<file path="config.mk">
export PLATFORM = sky130hd
export DESIGN_NAME = imm_ext_pipe_flat
export DESIGN_NICKNAME = d
export VERILOG_FILES = /design/src/rtl/imm_ext_pipe_if.sv /design/src/rtl/imm_ext_pipe.sv /design/src/flat_wrapper.sv
export SDC_FILE = /design/constraint.sdc
export NUM_CORES = 1
export LEC_CHECK = 0
export BUFFER_PORTS_ARGS = -buffer_cell sky130_fd_sc_hd__buf_4
export CORE_MARGIN = 2
export CORE_UTILIZATION = 49
export DETAILED_ROUTE_END_ITERATION = 8
export PLACE_DENSITY = 0.79
export RECOVER_POWER = 100
export SLEW_MARGIN = 20
export SYNTH_ARGS = -nofsm -noshare
export SYNTH_HDL_FRONTEND = slang
export SYNTH_SLANG_ARGS = --single-unit
</file>
<file path="constraint.sdc">
create_clock -name clk -period 1.36 [get_ports clk]
set_input_delay 0.136 -clock clk [delete_from_list [all_inputs] [get_ports clk]]
set_output_delay 0.136 -clock clk [all_outputs]
set_load 0.01 [all_outputs]
</file>
<file path="src/rtl/imm_ext_pipe_if.sv">
// Handshake bundle for the immediate generator: upstream immediate/mode,
// flush, downstream result and status flags.
interface imm_ext_pipe_if #(
  parameter int IN_W  = 16,
  parameter int OUT_W = 32
);
  logic             in_valid;
  logic             in_ready;
  logic [IN_W-1:0]  inp;
  logic [2:0]       mode;
  logic             flush;
  logic [OUT_W-1:0] res;
  logic             out_valid;
  logic             out_ready;
  logic             prefix_pending;
  logic             err;

  modport master (
    output in_valid, inp, mode, flush, out_ready,
    input  in_ready, res, out_valid, prefix_pending, err
  );

  modport slave (
    input  in_valid, inp, mode, flush, out_ready,
    output in_ready, res, out_valid, prefix_pending, err
  );
endinterface

</file>
<file path="src/rtl/imm_ext_pipe.sv">
// Registered immediate generator. One-cycle latency, valid/ready on both
// sides; a PREFIX beat supplies the upper IN_W bits of the next immediate.
module imm_ext_pipe #(
  parameter int IN_W  = 16,
  parameter int OUT_W = 32
) (
  input  logic           clk,
  input  logic           rst_n,
  imm_ext_pipe_if.slave  bus
);
  generate
    if (OUT_W < 2*IN_W) begin : g_bad_width
      $error("imm_ext_pipe: OUT_W must be >= 2*IN_W");
    end
  endgenerate

  localparam logic [2:0] M_ZERO   = 3'd0;
  localparam logic [2:0] M_SIGN   = 3'd1;
  localparam logic [2:0] M_UPPER  = 3'd2;
  localparam logic [2:0] M_BRANCH = 3'd3;
  localparam logic [2:0] M_PREFIX = 3'd4;

  typedef enum logic {IDLE, PREFIXED} state_t;

  state_t            state_q, state_d;
  logic [IN_W-1:0]   pfx_q, pfx_d;
  logic [OUT_W-1:0]  res_q, res_d;
  logic              ov_q, ov_d;
  logic              err_q, err_d;
  logic              in_ready;
  logic              acc;
  logic [2*IN_W-1:0] x_wide;
  logic [OUT_W-1:0]  zx, sx, ext;

  // Ready only depends on whether the output slot frees up this cycle.
  assign in_ready           = !ov_q || bus.out_ready;
  assign acc                = bus.in_valid && in_ready;
  assign bus.in_ready       = in_ready;
  assign bus.res            = res_q;
  assign bus.out_valid      = ov_q;
  assign bus.err            = err_q;
  assign bus.prefix_pending = (state_q == PREFIXED);
  assign x_wide             = {pfx_q, bus.inp};

  // Operand extension: narrow field alone, or prefix:field when a prefix waits.
  always_comb begin
    zx = OUT_W'(bus.inp);
    sx = OUT_W'($signed(bus.inp));
    if (state_q == PREFIXED) begin
      zx = OUT_W'(x_wide);
      sx = OUT_W'($signed(x_wide));
    end
    case (bus.mode)
      M_SIGN:   ext = sx;
      M_UPPER:  ext = zx << IN_W;
      M_BRANCH: ext = sx << 2;
      default:  ext = zx;  // ZERO and reserved encodings
    endcase
  end

  // Next-state: prefix FSM, output slot, error pulse; flush overrides all.
  always_comb begin
    state_d = state_q;
    pfx_d   = pfx_q;
    res_d   = res_q;
    ov_d    = ov_q && !bus.out_ready;
    err_d   = 1'b0;
    if (acc) begin
      if (bus.mode == M_PREFIX) begin
        pfx_d   = bus.inp;
        err_d   = (state_q == PREFIXED);  // second prefix: last one wins
        state_d = PREFIXED;
      end else begin
        res_d   = ext;
        ov_d    = 1'b1;
        err_d   = (bus.mode > M_PREFIX);
        state_d = IDLE;
      end
    end
    if (bus.flush) begin
      state_d = IDLE;
      pfx_d   = '0;
      res_d   = res_q;
      ov_d    = 1'b0;
      err_d   = 1'b0;
    end
  end

  // State and output registers.
  always_ff @(posedge clk or negedge rst_n) begin
    if (!rst_n) begin
      state_q <= IDLE;
      pfx_q   <= '0;
      res_q   <= '0;
      ov_q    <= 1'b0;
      err_q   <= 1'b0;
    end else begin
      state_q <= state_d;
      pfx_q   <= pfx_d;
      res_q   <= res_d;
      ov_q    <= ov_d;
      err_q   <= err_d;
    end
  end
endmodule

</file>
<file path="src/flat_wrapper.sv">
// flat-port wrapper written by rule: the top's interface ports become plain ports
module imm_ext_pipe_flat 
#(
  parameter int IN_W  = 16,
  parameter int OUT_W = 32
)
  (clk, rst_n, bus_in_valid, bus_inp, bus_mode, bus_flush, bus_out_ready, bus_in_ready, bus_res, bus_out_valid, bus_prefix_pending, bus_err);
  imm_ext_pipe_if #(.IN_W(IN_W), .OUT_W(OUT_W)) bus_i ();
  input  logic clk;
  input  logic rst_n;
  input wire logic [$bits(bus_i.in_valid)-1:0] bus_in_valid;
  input wire logic [$bits(bus_i.inp)-1:0] bus_inp;
  input wire logic [$bits(bus_i.mode)-1:0] bus_mode;
  input wire logic [$bits(bus_i.flush)-1:0] bus_flush;
  input wire logic [$bits(bus_i.out_ready)-1:0] bus_out_ready;
  output wire logic [$bits(bus_i.in_ready)-1:0] bus_in_ready;
  output wire logic [$bits(bus_i.res)-1:0] bus_res;
  output wire logic [$bits(bus_i.out_valid)-1:0] bus_out_valid;
  output wire logic [$bits(bus_i.prefix_pending)-1:0] bus_prefix_pending;
  output wire logic [$bits(bus_i.err)-1:0] bus_err;
  assign bus_i.in_valid = bus_in_valid;
  assign bus_i.inp = bus_inp;
  assign bus_i.mode = bus_mode;
  assign bus_i.flush = bus_flush;
  assign bus_i.out_ready = bus_out_ready;
  assign bus_in_ready = bus_i.in_ready;
  assign bus_res = bus_i.res;
  assign bus_out_valid = bus_i.out_valid;
  assign bus_prefix_pending = bus_i.prefix_pending;
  assign bus_err = bus_i.err;
  imm_ext_pipe #(.IN_W(IN_W), .OUT_W(OUT_W)) u_core (.clk(clk), .rst_n(rst_n), .bus(bus_i));
endmodule
</file>
==> results.toml, run 1 <==
[outcome]
status = "complete, no violations"

[pwr]
netSwitchingFraction = 0.318
leakage_nw = 1.43
p_per_area_mw_per_mm2 = 1080
p_switching_mw = 1.14
vdd_drop_max_v = 0.000685
p_clk_frac = 0.266
intPower_mw = 2.44
p_seq_frac = 0.500
combPwrFrac = 0.234
power_mw = 3.58

[drt]
drc_errors = 0
dr.pass1.iters = 5
wl_per_cell_um = 16.5
drt_iter0_markers = 350
vias = 2580
viasPerCell = 5.88
routed_wirelength_um = 7250
ant_nets = 0

[logic_synthesis]
ys.flop_type = "dfrtp_1"
synth_top_family_by_area = "simple AND/OR/NAND/NOR gates"
ys_async_sr_fraction = 1.00
ys_ff_latch = 51
yosys.area_share.adder = 0
syn_area_per_cell_um2 = 8.68
synth-compound-area-share = 0.224
synth_nets = 334
synth_xor_area_frac = 0
muxShareOfSynthArea = 0.00791
syn-cell-area_mm2 = 0.00269
synth_area_leader_cell = "dfrtp_1"
synth_cell_type_count = 34
synth_edf_count = 0
synthTopCellsByArea = "dfrtp_1, nand2_1, o21ai_0, a22o_1, a31oi_1"
yosysWarnings = 0
synth_top_area_frac = 0.474
synth_cells = 310
yosys.area_share.simple = 0.240
synth_seq_area_share = 0.474

[sta]
max_freq_mhz = 752
rsz0062_at_grt = "true"
slew_headroom = 0.527
fin_crit_sh = 0.977
setup_tns_ns = 0
fin_crit_ns = 1.33
final_hold_viol_count = 0
whs_ns = 0.0667
skew_ns = 0.00499
worst_slew_pin_slew_ns = 0.710
drv_slew = 0
setup_viol = 0

[global_routing]
grt.overflow.total = 0
grt_pass1_vias = 2417
antenna_found_initial = 0
grt_first_pass_wirelength_um = 12100
track_usage = 0.250
grt_max_degree = 52

[cells_and_area]
fin_nets = 392
fill_cells = 481
area_growth_pct = 22.6
final_core_util = 0.634
antennaDiodeCount = 0
drive_gt1_frac = 0.187
instances_no_fill = 439

[placement]
portBuffers = 59
placed_cells = 429
gp_congestion = 0.824
dp.final_hpwl_um = 4950

[clock_network]
clk_latency_ns = 0.31
cts_root_buf = "clkbuf_8"
clockBufferDepth = 2
post_cts_buffers = 0
clkTransAtPathRegs_ns = 0.10
ctsHtreeMaxLevel = 2
numCtsBuffers = 5
cts.sinks = 51
cts_tree = "yes"

[worst_setup_path]
r2r_setup_slack_ns = 0.03
critPathLaunchType = "flip-flop"
rr_startpoint = "u_core.bus.out_valid$_DFF_PN0_"
critPathMaxFanout = 8
startpoint = "u_core.bus.out_valid$_DFF_PN0_"
arrival_ns = 1.53
reg2regPathDepth = 6
reg2reg_to = "u_core.bus.res[21]$_DFFE_PN0P_"
endpoint = "u_core.bus.res[21]$_DFFE_PN0P_"
end_kind = "flip-flop"
cp.required_ns = 1.56
critPathKind = "reg2reg"

[floorplan]
rows = 26
start_util = 0.517
dieArea_mm2 = 0.00610
die_x_um = 78.1
fp.dieH_um = 78.1
coreArea_mm2 = 0.00520
ios = 60

[run]
max-cap-violations = 0

[hold_path]
hold_path_depth = 2
hold_path_class = "in2reg"
-- worst min-delay path by stage --
stage / from / end
3_3_place_gp: rst_n / u_core.bus.res[25]$_DFFE_PN0P_
2_1_floorplan: rst_n / u_core.bus.err$_DFF_PN0_
6_report: bus_inp[5] / u_core.pfx_q[5]$_DFFE_PN0P_
3_5_place_dp: rst_n / u_core.bus.res[26]$_DFFE_PN0P_
4_1_cts: bus_inp[5] / u_core.pfx_q[5]$_DFFE_PN0P_
5_1_grt: bus_inp[9] / u_core.pfx_q[9]$_DFFE_PN0P_
-- critical path: stages, from the launching register on --
cell	delay [ns]
dfrtp_1	0.42
nand2b_4	0.11
buf_6	0.13
nand4bb_1	0.10
buf_4	0.18
nor3_1	0.20
nor3_1	0.08
-- state kept, by name (all words and copies together) (netlist names) --
name and flops:
u_core.pfx_q 16, u_core.bus.prefix_pending 1, u_core.bus.res 32, u_core.bus.err 1
u_core.bus.out_valid 1
-- through the flow --
stage | area [um2] | setup slack, ns
2_1_floorplan | 2700 | 0.00867
3_3_place_gp | 3300 | 0.00767
3_5_place_dp | 3300 | -0.00978
4_1_cts | 3430 | 0.0163
5_1_grt | 3300 | -0.0353
6_report | 3300 | 0.0310
-- area by class of cell --
type | count | area (um2) | area share
sequential | 51 | 1280 | 0.387
multi-input combinational | 232 | 1330 | 0.402
tap | 70 | 87.6 | 0.0266
timing repair buffer | 78 | 510 | 0.155
clock buffer | 6 | 82.6 | 0.0250
clock inverter | 2 | 16.3 | 0.00493
-- layer usage --
layer | vias to the layer above | wire length, um | global-route usage
met4 | 0 | 142 | 0.0982
met2 | 126 | 3330 | 0.371
met3 | 18 | 599 | 0.0644
met5 | - | 0 | 0
met1 | 1205 | 3180 | 0.352
li1 | 1231 | - | -
-- cell usage after synthesis (2+ instances only) --
cell type / count
nand2_1: 59
dfrtp_1: 51
o21ai_0: 35
nor2_1: 27
a31oi_1: 22
nor3_1: 17
a21oi_1: 16
a22o_1: 16
buf_2: 9
nand3_1: 8
nor3b_1: 8
clkbuf_1: 7
buf_1: 6
nand2b_1: 5
buf_4: 3
buf_6: 2
nand4bb_1: 2
-- placed cells by master (no fill, tap or decap), drive strengths merged, types with 2 or more instances in the layout --
master / n
nand2: 59
dfrtp: 51
buf: 42
clkbuf: 41
o21ai: 35
nor2: 27
a31oi: 22
nor3: 18
a21oi: 16
a22o: 16
nor3b: 9
nand3: 8
nand2b: 5
nand4bb: 2
and4b: 2
-- repair_timing --
item | CTS | global route
hold endpoints to repair | 51 | 0
gates cloned | 1 | 0
pin swaps | 0 | 1
resized for setup | 2 | 15
endpoints found under the setup margin | 25 | 29
hold buffers | 1 | 0
-- logic make-up after synthesis --
kind of cell,Yosys count
compound gates,97
buf+inv,28
simple gates,132
mux,2
flops,51
-- power groups by stage --
| stage | combinational, mW | clock [mW] | sequential [mW] |
|---|---|---|---|
| floorplan | 0.369 | 0 | 1.89 |
| global placement | 0.934 | 0 | 1.82 |
| detailed placement | 0.955 | 0 | 1.82 |
| CTS | 0.967 | 0.963 | 1.79 |
| global route | 0.932 | 1.02 | 1.81 |
| finish | 0.836 | 0.951 | 1.79 |
No activity file was read; power rests on OpenSTA's default activity.
==> run 2: changes to the inputs <==
--- a/config.mk
+++ b/config.mk
@@ -5,7 +5,7 @@
 export SDC_FILE = /design/constraint.sdc
 export NUM_CORES = 1
 export LEC_CHECK = 0
-export BUFFER_PORTS_ARGS = -buffer_cell sky130_fd_sc_hd__buf_4
+export BUFFER_PORTS_ARGS = -buffer_cell sky130_fd_sc_hd__buf_2
 export CORE_MARGIN = 2
 export CORE_UTILIZATION = 49
 export DETAILED_ROUTE_END_ITERATION = 8
==> run 2 against run 1 <==
Critical path depth fell by 1; clock skew is 0.00084 ns higher; register-to-register slack got worse by 0.05 ns; sequential share of layout area down 2.1 points; flip-flop and latch count is the same; global-route usage down 0.87 points; cell count rose by 1.8%; power is 6.8% higher; highest routed layer unchanged; the run now ends with negative setup slack left; non-clock buffer count grew 8; first-iteration DRC count fell by 24%; fmax is 3.9% lower; count of clock-buffer cells in the layout shrank 1.
==> results.toml, run 2 (synthesis gave the netlist of run 1 again) <==
[outcome]
status = "complete, but fails checks"
violations = "negative setup slack"

[worst_setup_path]
arrival_ns = 1.59
rr_startpoint = "u_core.bus.out_valid$_DFF_PN0_"
crit_family = "simple AND/OR/NAND/NOR gates"
critPathLaunchType = "flip-flop"
cp_cell_sequence = "nand2b_4 -> buf_4 -> nand4b_2 -> nor3b_1 -> nor3_1"
critPathKind = "reg2reg"
critPathMaxFanout = 8
path_buf_inv = 1
startpoint = "u_core.bus.out_valid$_DFF_PN0_"
end_kind = "flip-flop"
slowest_stage = "dfrtp_1"
max_stage_delay_ns = 0.42
cp.required_ns = 1.56

[floorplan]
coreArea_mm2 = 0.00520
dieArea_mm2 = 0.00610
rows = 26
die_x_um = 78.1
start_util = 0.517
ios = 60
fp.dieH_um = 78.1

[pwr]
vdd_drop_max_v = 0.000913
combPwrFrac = 0.242
intPower_mw = 2.65
p_switching_mw = 1.17
p_per_area_mw_per_mm2 = 1090
netSwitchingFraction = 0.306
p_clk_frac = 0.290
p_seq_frac = 0.468
leakage_nw = 1.61

[drt]
routed_wirelength_um = 7590
drt_iter0_markers = 266
ant_nets = 0
dr.pass1.iters = 5
vias = 2656
viasPerCell = 5.94
wl_per_cell_um = 17.0
drc_errors = 0

[sta]
slew_headroom = 0.706
worst_slew_pin_slew_ns = 0.441
skew_ns = 0.00583
fin_crit_sh = 1.02
whs_ns = 0.0882
timing.final.ws_setup_ns = -0.0236
fin_crit_ns = 1.38
drv_slew = 0
setup_viol = 1
final_hold_viol_count = 0
max_freq_mhz = 723
rsz0062_at_grt = "true"

[global_routing]
antenna_found_initial = 0
track_usage = 0.241
grt.overflow.total = 0
grt_first_pass_wirelength_um = 11600
grt_max_degree = 38
grt_pass1_vias = 2417

[cells_and_area]
fill_cells = 454
area_growth_pct = 29.7
final_design_area_no_fill_mm2 = 0.00349
drive_gt1_frac = 0.300
fin_nets = 400
antennaDiodeCount = 0
largest_reg_flops = 32
final_cell_mix = "nand2_1, buf_2, dfrtp_1"

[placement]
post_dp_cell_area_mm2 = 0.00321
gp_congestion = 0.792
dp.final_hpwl_um = 5040
portBuffers = 59

[clock_network]
cts.sinks = 51
clockBufferDepth = 2
numCtsBuffers = 5
cts_root_buf = "clkbuf_8"
ctsHtreeMaxLevel = 2
cts_tree = "yes"
clkTransAtPathRegs_ns = 0.10
clk_latency_ns = 0.32

[hold_path]
hold_path_class = "in2reg"
hp-start = "bus_inp[0]"

[run]
max-cap-violations = 0
==> run 2: tightest hold or removal path, stage by stage <==
cell and delay, ns:
buf_2 0.13, nand3_1 0.07, nand2_1 0.05
==> run 2: power groups by stage <==
stage / sequential [mW] / clock [mW] / combinational [mW]
2_1_floorplan: 1.89 / 0 / 0.369
3_3_place_gp: 1.81 / 0 / 0.843
3_5_place_dp: 1.82 / 0 / 0.863
4_1_cts: 1.79 / 1.12 / 0.869
5_1_grt: 1.81 / 1.18 / 1.02
6_report: 1.79 / 1.11 / 0.925
==> run 2: final timing paths <==
check	endpoint	slack, ns	cells after the start
hold / removal	u_core.bus.res[0]$_DFFE_PN0P_	0.09	3
max in group asynchronous	u_core.pfx_q[10]$_DFFE_PN0P_	0.27	3
hold reg to reg	u_core.bus.res[0]$_DFFE_PN0P_	0.47	2
setup / recovery	u_core.bus.res[24]$_DFFE_PN0P_	-0.02	5
setup reg to reg	u_core.bus.res[24]$_DFFE_PN0P_	-0.02	5
min in group asynchronous	u_core.bus.res[26]$_DFFE_PN0P_	0.26	2
==> run 2: final cells by class <==
class	instances	area (um2)	share of cell area
clock buffer	5	68.8	0.0197
clock inverter	3	47.5	0.0136
multi-input combinational	232	1360	0.390
sequential	51	1280	0.366
tap	70	87.6	0.0251
timing repair buffer	86	648	0.186
==> run 2: stage by stage <==
| stage | util | cells | power (mW) | setup WS [ns] | TNS (ns) |
|---|---|---|---|---|---|
| after floorplan | - | 310 | 2.26 | 0.00867 | 0 |
| after global placement | 0.616 | 432 | 2.65 | -0.00943 | -0.0563 |
| after detailed placement | 0.616 | 432 | 2.68 | -0.0733 | -2.24 |
| after CTS | 0.641 | 441 | 3.78 | 0.0178 | 0 |
| after global routing | 0.670 | 447 | 4.01 | -0.0711 | -0.216 |
| final | 0.670 | 447 | 3.82 | -0.0236 | -0.0236 |
==> run 2: what timing repair did <==
action,4_1_cts,5_1_grt
setup endpoints to repair,49,34
endpoints found under the hold margin,51,0
hold buffers,1,0
resized for setup,1,16
pin swaps,0,2
buffers inserted,0,3
gates cloned,0,3
==> run 2: layer usage <==
metal  global-route usage  vias up  wire [um]
met5                    0        -          0
met4               0.0912        0        125
met3               0.0575       12        595
met2                0.386      121       3640
met1                0.320     1283       3230
li1                     -     1240          -
==> run 3: changes to the inputs <==
--- a/config.mk
+++ b/config.mk
@@ -6,8 +6,10 @@
 export NUM_CORES = 1
 export LEC_CHECK = 0
 export BUFFER_PORTS_ARGS = -buffer_cell sky130_fd_sc_hd__buf_2
+export CELL_PAD_IN_SITES_DETAIL_PLACEMENT = 1
+export CELL_PAD_IN_SITES_GLOBAL_PLACEMENT = 2
 export CORE_MARGIN = 2
-export CORE_UTILIZATION = 49
+export CORE_UTILIZATION = 29
 export DETAILED_ROUTE_END_ITERATION = 8
 export PLACE_DENSITY = 0.79
 export RECOVER_POWER = 100
==> run 3 against run 2 <==
The run now ends clean; clock skew barely moved; critical path depth unchanged; core utilization fell by 29 points; non-clock buffer count unchanged; register-to-register slack gained 0.03 ns; sequential share of layout area up 0.18 points; power decreased by 6.3%; highest routed layer unchanged; flip-flop and latch count did not move; fmax is 2.6% higher; design area is 0.50% lower; combinational power decreased by 4.2%; global-route usage down 6.3 points.
==> results.toml, run 3 (synthesis gave the netlist of run 1 again) <==
[clock_network]
clockBufferDepth = 2
ctsHtreeMaxLevel = 2
cts.sinks = 51
cts_root_buf = "clkbuf_8"
clk_latency_ns = 0.31
cts_tree = "yes"
numCtsBuffers = 5
clkTransAtPathRegs_ns = 0.10

[pwr]
vdd_drop_max_v = 0.000409
p_per_area_mw_per_mm2 = 1030
combPwrFrac = 0.248
p_clk_frac = 0.250
intPower_mw = 2.40
netSwitchingFraction = 0.331
leakage_nw = 1.47
p_seq_frac = 0.502
power_mw = 3.58
p_switching_mw = 1.18

[worst_setup_path]
critPathLaunchType = "flip-flop"
slowest_stage = "dfrtp_1"
r2r_setup_slack_ns = 0.01
crit_family = "simple AND/OR/NAND/NOR gates"
cp.required_ns = 1.56
path_buf_inv = 1
max_stage_delay_ns = 0.42
critPathMaxFanout = 5
cp_cell_sequence = "nand2b_4 -> buf_4 -> nand4b_2 -> nor3b_1 -> nor3_1"
end_kind = "flip-flop"
arrival_ns = 1.55
critPathKind = "reg2reg"

[global_routing]
grtUsageMet2 = 0.293
grtUsageMet3 = 0.0272
grt.overflow.total = 0
grt_first_pass_wirelength_um = 14100
grt_pass1_vias = 2664
track_usage = 0.179
grt_busiest_layer = "met2"
antenna_found_initial = 0
met1_usage = 0.249
grt_max_degree = 52

[cells_and_area]
final_cell_mix = "nand2_1, dfrtp_1, clkbuf_1"
largest_reg_flops = 32
final_design_area_no_fill_mm2 = 0.00347
area_growth_pct = 29.1
drive_gt1_frac = 0.241
final_common_cell = "nand2_1"
fin_nets = 401
antennaDiodeCount = 0

[placement]
dp.final_hpwl_um = 6040
portBuffers = 59
dp_slack_ns = -0.0727
post_dp_cell_area_mm2 = 0.00325
gp_congestion = 0.809

[drt]
routed_wirelength_um = 8860
drt_iter0_markers = 170
ant_nets = 0
vias = 2601
viasPerCell = 5.32
drc_errors = 0
wl_per_cell_um = 18.1
dr.pass1.iters = 5

[sta]
final_hold_viol_count = 0
fin_crit_ns = 1.35
fin_crit_sh = 0.992
setup_viol = 0
worst_slew_pin_slew_ns = 0.717
slew_headroom = 0.522
max_freq_mhz = 741
drv_slew = 0
setup_tns_ns = 0
rsz0062_at_grt = "true"
skew_ns = 0.00630
timing.final.ws_setup_ns = 0.0111

[hold_path]
hold_path_class = "in2reg"

[floorplan]
ios = 60
dieArea_mm2 = 0.0101
die_x_um = 100
rows = 35
fp.dieH_um = 100
start_util = 0.295
coreArea_mm2 = 0.00911

[outcome]
status = "complete, no violations"

[run]
max-cap-violations = 0
-- run 3: cell count changes in the layout (fill, tap and decap cells not counted), moves of 3 or more --
cell | previous run | this run
clkbuf_1 | 1 | 34
buf_12 | 9 | 6
a31oi_2 | 3 | 8
buf_2 | 58 | 26
buf_6 | 1 | 5
a31oi_1 | 19 | 14
nor3_1 | 17 | 8
nor3_2 | 0 | 9
-- run 3: per-stage QoR --
stage	instances	hold slack (ns)	util
global placement	475	0.150	0.357
global route	489	0.0924	0.381
detailed placement	475	0.158	0.357
finish	489	0.0939	0.381
CTS	486	0.0862	0.373
floorplan	310	-0.160	-
-- run 3: cell type report --
| cell class | instances | area [um2] |
|---|---|---|
| Clock buffer | 6 | 72.6 |
| Clock inverter | 2 | 12.5 |
| Fill cell | 1094 | 5640 |
| Multi-Input combinational cell | 233 | 1420 |
| Sequential cell | 51 | 1280 |
| Tap cell | 111 | 139 |
| Timing Repair Buffer | 86 | 553 |
-- run 3: worst reg2reg max path: cells and delay by family, from the launching register on --
family,cells,cell delay [ns]
simple gates,4,0.69
flops,1,0.42
buf+inv,1,0.13
-- run 3: path summary, 6_finish.rpt --
path / start / to / depth (start not counted)
max: u_core.bus.out_valid$_DFF_PN0_ / u_core.bus.res[22]$_DFFE_PN0P_ / 5
min: bus_mode[2] / u_core.bus.err$_DFF_PN0_ / 3
max reg2reg: u_core.bus.out_valid$_DFF_PN0_ / u_core.bus.res[22]$_DFFE_PN0P_ / 5
min reg2reg: u_core.bus.res[14]$_DFFE_PN0P_ / u_core.bus.res[14]$_DFFE_PN0P_ / 2
max in group asynchronous: rst_n / u_core.bus.res[24]$_DFFE_PN0P_ / 3
min in group asynchronous: rst_n / u_core.bus.err$_DFF_PN0_ / 3
-- run 3: repair_timing --
item,in CTS,in global routing
resized for setup,6,22
endpoints found under the setup margin,32,41
pin swaps,0,2
hold buffers,1,0
endpoints found under the hold margin,51,0
cloned,1,1
buffers inserted,1,2
-- run 3: power by group through the flow --
stage	Clock [mW]	Sequential (mW)	Combinational, mW
final	0.895	1.80	0.886
after global routing	0.986	1.82	0.995
after floorplan	0	1.89	0.369
after detailed placement	0	1.83	0.883
after global placement	0	1.82	0.863
after CTS	0.922	1.80	0.904
-- run 3: metal layers --
layer | vias to the layer above | share of wire
li1 | 1243 | -
met1 | 1280 | 0.47
met2 | 71 | 0.48
met3 | 7 | 0.035
met4 | 0 | 0.013
met5 | - | 0
